--- src/rtl/camera_input_framer.sv ---
// Camera input framer: two-stage registered sync normalisation, frame gating,
// per-pixel X/Y coordinates, SOF/EOL/EOF pulses and measured line/frame geometry.
module camera_input_framer #(
  parameter int NUM_CH        = 2,
  parameter int PIXEL_WIDTH   = 8,
  parameter int H_CNT_WIDTH   = 12,
  parameter int V_CNT_WIDTH   = 11,
  parameter int FRM_CNT_WIDTH = 8
) (
  input  logic                          CLK,
  input  logic                          RST_N,
  input  logic                          iLVAL_POL,
  input  logic                          iFVAL_POL,
  input  logic                          iDVAL_POL,
  input  logic                          iLVAL,
  input  logic                          iFVAL,
  input  logic                          iDVAL,
  input  logic [NUM_CH*PIXEL_WIDTH-1:0] iDATA,
  input  logic [H_CNT_WIDTH-1:0]        iEXP_PIX,
  input  logic [V_CNT_WIDTH-1:0]        iEXP_LINE,
  input  logic                          iCLR_ERR,
  output logic                          oVSYNC,
  output logic                          oHSYNC,
  output logic                          oDE,
  output logic                          oFIELD,
  output logic [NUM_CH*PIXEL_WIDTH-1:0] oDATA,
  output logic [H_CNT_WIDTH-1:0]        oX,
  output logic [V_CNT_WIDTH-1:0]        oY,
  output logic                          oSOF,
  output logic                          oEOL,
  output logic                          oEOF,
  output logic [H_CNT_WIDTH-1:0]        oPIX_CNT,
  output logic [V_CNT_WIDTH-1:0]        oLINE_CNT,
  output logic [FRM_CNT_WIDTH-1:0]      oFRAME_CNT,
  output logic                          oERR_H,
  output logic                          oERR_V
);

  localparam int DW = NUM_CH * PIXEL_WIDTH;
  localparam logic [H_CNT_WIDTH-1:0] X_MAX = '1;
  localparam logic [V_CNT_WIDTH-1:0] Y_MAX = '1;

  typedef enum logic [1:0] {SYNC_WAIT = 2'd0, IDLE = 2'd1, FRAME = 2'd2} state_t;

  // stage 1: polarity-normalised input samples
  logic          vld1_q, f1_q, l1_q, d1_q, clr1_q, l1p_q;
  logic          vld1_d, f1_d, l1_d, d1_d, clr1_d, l1p_d;
  logic [DW-1:0] data1_q, data1_d;

  // frame tracking state
  state_t                   state_q, state_d;
  logic [H_CNT_WIDTH-1:0]   x_q, x_d;
  logic [V_CNT_WIDTH-1:0]   y_q, y_d;

  // stage 2: registered outputs
  logic                     vsync_q, hsync_q, de_q, field_q, sof_q, eol_q, eof_q, err_h_q, err_v_q;
  logic                     vsync_d, hsync_d, de_d, field_d, sof_d, eol_d, eof_d, err_h_d, err_v_d;
  logic [DW-1:0]            data_q, data_d;
  logic [H_CNT_WIDTH-1:0]   ox_q, ox_d, pix_cnt_q, pix_cnt_d;
  logic [V_CNT_WIDTH-1:0]   oy_q, oy_d, line_cnt_q, line_cnt_d;
  logic [FRM_CNT_WIDTH-1:0] frame_cnt_q, frame_cnt_d;

  logic                   in_frame, frame_start, frame_end, l_rise, de, line_end;
  logic [H_CNT_WIDTH-1:0] x_cur;
  logic [V_CNT_WIDTH-1:0] y_cur, y_line;

  // next-state, counters and output values from the stage-1 sample
  always_comb begin
    vld1_d  = 1'b1;
    f1_d    = iFVAL ^ iFVAL_POL;
    l1_d    = iLVAL ^ iLVAL_POL;
    d1_d    = iDVAL ^ iDVAL_POL;
    clr1_d  = iCLR_ERR;
    data1_d = iDATA;
    l1p_d   = l1_q;

    // a sample belongs to a frame once the FSM has seen a clean f-low period
    in_frame    = f1_q && (state_q != SYNC_WAIT);
    frame_start = (state_q == IDLE) && f1_q;
    frame_end   = (state_q == FRAME) && !f1_q;
    l_rise      = l1_q && !l1p_q;
    de          = in_frame && l1_q && d1_q;
    // a line with at least one DE closes on l falling or on the frame closing under it
    line_end    = (state_q == FRAME) && (x_q != '0) && (!l1_q || !f1_q);

    state_d = state_q;
    case (state_q)
      SYNC_WAIT: if (vld1_q && !f1_q) state_d = IDLE;
      IDLE:      if (f1_q)            state_d = FRAME;
      FRAME:     if (!f1_q)           state_d = IDLE;
      default:                        state_d = SYNC_WAIT;
    endcase

    x_cur = (l_rise || frame_start) ? '0 : x_q;
    y_cur = frame_start ? '0 : y_q;
    x_d   = x_cur;
    y_d   = y_cur;

    vsync_d     = f1_q && (state_q != SYNC_WAIT);
    hsync_d     = l1_q && in_frame;
    de_d        = de;
    data_d      = data1_q;
    ox_d        = ox_q;
    oy_d        = oy_q;
    sof_d       = 1'b0;
    eol_d       = line_end;
    eof_d       = frame_end;
    pix_cnt_d   = pix_cnt_q;
    line_cnt_d  = line_cnt_q;
    frame_cnt_d = frame_cnt_q;
    field_d     = field_q;
    // clear first so that a set event in the same cycle wins
    err_h_d     = err_h_q && !clr1_q;
    err_v_d     = err_v_q && !clr1_q;

    if (de) begin
      ox_d  = x_cur;
      oy_d  = y_cur;
      sof_d = (x_cur == '0) && (y_cur == '0);
      if (x_cur == X_MAX) err_h_d = 1'b1;
      else                x_d     = x_cur + 1'b1;
    end

    y_line = y_q;
    if (line_end) begin
      pix_cnt_d = x_q;
      if ((iEXP_PIX != '0) && (x_q != iEXP_PIX)) err_h_d = 1'b1;
      x_d = '0;
      if (y_q == Y_MAX) err_v_d = 1'b1;
      else              y_line  = y_q + 1'b1;
      y_d = y_line;
    end

    // y_line already includes a line closing in the same cycle
    if (frame_end) begin
      line_cnt_d = y_line;
      if ((iEXP_LINE != '0) && (y_line != iEXP_LINE)) err_v_d = 1'b1;
      field_d     = !field_q;
      frame_cnt_d = frame_cnt_q + 1'b1;
    end
  end

  // stage-1 input registers
  always_ff @(posedge CLK or negedge RST_N) begin
    if (!RST_N) begin
      vld1_q  <= 1'b0;
      f1_q    <= 1'b0;
      l1_q    <= 1'b0;
      d1_q    <= 1'b0;
      clr1_q  <= 1'b0;
      l1p_q   <= 1'b0;
      data1_q <= '0;
    end else begin
      vld1_q  <= vld1_d;
      f1_q    <= f1_d;
      l1_q    <= l1_d;
      d1_q    <= d1_d;
      clr1_q  <= clr1_d;
      l1p_q   <= l1p_d;
      data1_q <= data1_d;
    end
  end

  // FSM, counters and stage-2 output registers
  always_ff @(posedge CLK or negedge RST_N) begin
    if (!RST_N) begin
      state_q     <= SYNC_WAIT;
      x_q         <= '0;
      y_q         <= '0;
      vsync_q     <= 1'b0;
      hsync_q     <= 1'b0;
      de_q        <= 1'b0;
      field_q     <= 1'b0;
      data_q      <= '0;
      ox_q        <= '0;
      oy_q        <= '0;
      sof_q       <= 1'b0;
      eol_q       <= 1'b0;
      eof_q       <= 1'b0;
      pix_cnt_q   <= '0;
      line_cnt_q  <= '0;
      frame_cnt_q <= '0;
      err_h_q     <= 1'b0;
      err_v_q     <= 1'b0;
    end else begin
      state_q     <= state_d;
      x_q         <= x_d;
      y_q         <= y_d;
      vsync_q     <= vsync_d;
      hsync_q     <= hsync_d;
      de_q        <= de_d;
      field_q     <= field_d;
      data_q      <= data_d;
      ox_q        <= ox_d;
      oy_q        <= oy_d;
      sof_q       <= sof_d;
      eol_q       <= eol_d;
      eof_q       <= eof_d;
      pix_cnt_q   <= pix_cnt_d;
      line_cnt_q  <= line_cnt_d;
      frame_cnt_q <= frame_cnt_d;
      err_h_q     <= err_h_d;
      err_v_q     <= err_v_d;
    end
  end

  assign oVSYNC     = vsync_q;
  assign oHSYNC     = hsync_q;
  assign oDE        = de_q;
  assign oFIELD     = field_q;
  assign oDATA      = data_q;
  assign oX         = ox_q;
  assign oY         = oy_q;
  assign oSOF       = sof_q;
  assign oEOL       = eol_q;
  assign oEOF       = eof_q;
  assign oPIX_CNT   = pix_cnt_q;
  assign oLINE_CNT  = line_cnt_q;
  assign oFRAME_CNT = frame_cnt_q;
  assign oERR_H     = err_h_q;
  assign oERR_V     = err_v_q;

endmodule

--- config.mk ---
export PLATFORM = sky130hd
export DESIGN_NAME = camera_input_framer
export DESIGN_NICKNAME = d
export VERILOG_FILES = /design/src/rtl/camera_input_framer.sv
export SDC_FILE = /design/constraint.sdc
export NUM_CORES = 1
export LEC_CHECK = 0
export CAP_MARGIN = 15
export CELL_PAD_IN_SITES_DETAIL_PLACEMENT = 1
export CELL_PAD_IN_SITES_GLOBAL_PLACEMENT = 1
export CORE_UTILIZATION = 30
export CTS_CLUSTER_SIZE = 12
export DETAILED_ROUTE_END_ITERATION = 10
export PLACE_DENSITY_LB_ADDON = 0.1
export SYNTH_ARGS = -nofsm -noshare
export SYNTH_HDL_FRONTEND = slang
export SYNTH_SLANG_ARGS = --single-unit
export TNS_END_PERCENT = 10
--- constraint.sdc ---
create_clock -name CLK -period 2.5 [get_ports CLK]
set_clock_uncertainty 0.2 [all_clocks]
set_input_delay 0.25 -clock CLK [delete_from_list [all_inputs] [get_ports CLK]]
set_output_delay 0.25 -clock CLK [all_outputs]
set_load 0.01 [all_outputs]
==> results.md <==
* Outcome: complete, but fails checks
* Failing checks: DRC
* Drt first pass iters at 8
* Cells after synthesis at 548
* Final Total Pwr at 5.66 mW
* Actual slew at the worst max-slew pin at 550 ps
* Clock tree sinks at 126
* RSZ-0062 raised after global routing: true
* WS Path Type: reg -> reg
* Final Cycle Share at 98.7%
* Vias at about 4800
* Gpl congestion at 0.868
* Number of remaining DRC errors at 28
* Power Density at 688 nW/µm²
* Global route overflow at 0
* Max stage delay on crit path at 400 ps
* Clk Latency, worst-skew pair at about 420 ps
* Chip height at 138 µm
* Final Hold Fails at 0
* Leak Pwr at 3.60 nW
* Synth warn at 0
* Max Root-Sink Buffers at 2
* Worst Path Required at between 2000 and 3000 ps
* Synth top area cells: dfrtp_1, nand2_1, xnor2_1
* Register area share after synthesis at between 50% and 60%
* DRT antenna net count at 0
* Num CTS Buffers at 17
* Element type at the critical path end: flip-flop
* 1st-iter DRT viols at 338
* CP Max Fanout at 5
* Post-synth EDFFs at 0
* Initial core utilization at 30.8%
* Final min period at 2470 ps
* Max-cap violations at 0
* Antenna violations before repair at 0
* Root Buffer: clkbuf_16
* Syn-to-layout area delta at 47.6%
* Commonest non-fill, non-tap cells in the layout: dfrtp_1, clkdlybuf4s50_1, nand2_1
* Worst rel slew slack at 63.3%
* DP HPWL at 13100 µm
* Dpl ws at -19.1 ps
* Fmax at 0.405 GHz
* #FFs+latches synth at 126
* # fillers at 2029
* Layout Cells excl Fill at 980
* Slowest CP cell: dfrtp_1
* Synthesized area at 5570 µm²
* Layout cells sized above 1 at about a fifth
* Critical Path Start Type: flip-flop
* FFs w/ async S/R, synth at 100%
* CP arrival at 2600 ps
* Syn avg cell area at 10.2 µm²
* Area leader, netlist: dfrtp_1
* Vias in the first global route at 5022
* DP Cell Count at between 900 and 1000
* Largest vdd supply drop at 0.000454 V
* Clk slew on worst S/H paths at 60 ps
* Io pins at 127
* DR WL/cell at 18.1 µm
* CTS H-tree lvls at 4
* Critical-path cell list: and3b_2 -> nor2_4 -> and2_4 -> ha_4 -> nand2_2 -> buf_4 -> buf_4 -> or3_4 -> or3_4 -> a21oi_2
* Nets at 790
* Count of pins over their slew limit at 0
* Vias per cell at 4.90
* Post-Syn Nets at 600
* Ys flop type: dfrtp_1
* Core Util, Final at between 40% and 50%
* Largest net degree at the start of global routing at 48
* Final setup viols at 0
* Commonest non-fill, non-tap cell in the layout: dfrtp_1
* Type of the tightest min-delay check: in -> reg
* Die area at 19100 µm²
* Core footprint at 18100 µm²
* ANT cells at 0
* Area share of the largest cell type after synthesis at 56.6%
* First-pass GRT wire length at approximately 29000 µm
* Routed WL at 17800 µm
* Global Route Usage Sum at between 10% and 20%
* Die Span X at between 100 and 150 µm
* I/O Buffers at 126
* Site Rows at 49
* Final setup margin at ~31 ps
* CTS tree: built
* Synth unique cells at 66
==> kinds of logic (layout without fill, tap and decap cells) <==
| logic type | after synthesis | after routing | synth area share, % |
|---|---|---|---|
| and+or+nand+nor | 243 | 243 | 21.6 |
| DFF | 126 | 126 | 56.6 |
| AOI/OAI and AO/OA | 89 | 89 | 10.1 |
| buffers and inverters | 43 | 246 | 3.95 |
| xor gates and xnor gates | 36 | 36 | 5.66 |
| muxes | 6 | 6 | 1.10 |
| adders and majority gates | 4 | 4 | 0.899 |
| other | 1 | 1 | 0.0674 |
==> per-stage QoR <==
step	hold WS, ps	area [µm²]	TNS [ps]
6_report	75.8	8220	0
3_3_place_gp	70.9	7500	0
2_1_floorplan	-246	5580	-685
3_5_place_dp	78.9	7500	-21.6
5_1_grt	68.1	8220	-252
4_1_cts	56.1	8160	-14.8
==> state kept, by name, summed over array words and instances, names as in the netlist, 2 cells and up <==
name	cells
data1_q	16
oDATA	16
oPIX_CNT	12
oX	12
x_q	12
oLINE_CNT	11
oY	11
y_q	11
oFRAME_CNT	8
state_q	2
==> path summary, 6_finish.rpt <==
check	slack, ps	from	cells after the start	endpoint
max in group asynchronous	1280	RST_N	3	oVSYNC
worst max register to register	30	state_q[0]	10	x_q[8]
worst min-delay path	80	iDATA[12]	1	data1_q[12]
min in group asynchronous	170	RST_N	2	data1_q[12]
worst max-delay path	30	state_q[0]	10	x_q[8]
worst min register to register	150	data1_q[9]	0	oDATA[9]
==> report_power, final <==
| group | switching (mW) | internal [mW] |
|---|---|---|
| combinational | 0.480 | 0.465 |
| clock | 0.967 | 1.48 |
| sequential | 0.0892 | 2.18 |
==> cell usage after synthesis, types with 2 or more instances <==
cell type,number
a211oi_1,2
a21oi_1,11
a221oi_1,2
a31o_2,3
a31oi_1,6
a41o_1,2
and2_1,4
and3_1,7
buf_2,10
buf_4,6
buf_6,3
clkbuf_1,14
dfrtp_1,126
ha_1,4
inv_1,8
mux2i_1,5
nand2_1,116
nand2_2,2
nand2b_1,8
nand3_1,19
nand3b_1,2
nand4_1,7
nand4b_1,2
nor2_1,29
nor2b_1,4
nor3_1,10
nor3b_1,2
nor4_1,13
nor4_2,3
o21ai_0,41
o31ai_1,4
or2_2,2
or3_1,3
or3_4,2
xnor2_1,27
xor2_1,9
==> repair_timing <==
action / 4_1_cts / 5_1_grt
pin swaps: 5 / 3
hold buffers: 1 / 0
hold endpoints to repair: 39 / 0
resized for setup: 5 / 13
buffers inserted: 5 / 1
setup endpoints to repair: 2 / 11
==> critical path, delay by kind of cell (launching register included) <==
kind | cells | cell delay, ps
DFF | 1 | 400
adders and majority gates | 1 | 130
buffers and inverters | 2 | 250
AOI/OAI and AO/OA | 1 | 140
and+or+nand+nor | 6 | 1270
==> metal layers <==
layer	track usage, %	routed length (µm)	vias up
li1	-	-	2260
met1	26.9	8360	2390
met2	30.8	8320	139
met3	4.26	913	17
met4	6.51	187	0
met5	0	0	-
==> layout make-up <==
type	count	area, µm²	share of cell area (%)
multi-input cells	379	2280	27.7
well taps	229	287	3.49
clock inverters	15	163	1.98
inverters	9	33.8	0.411
repair buffers	205	1880	22.9
flip-flops and latches	126	3150	38.4
clock buffers	17	425	5.18
No activity file was read; power rests on OpenSTA's default activity.
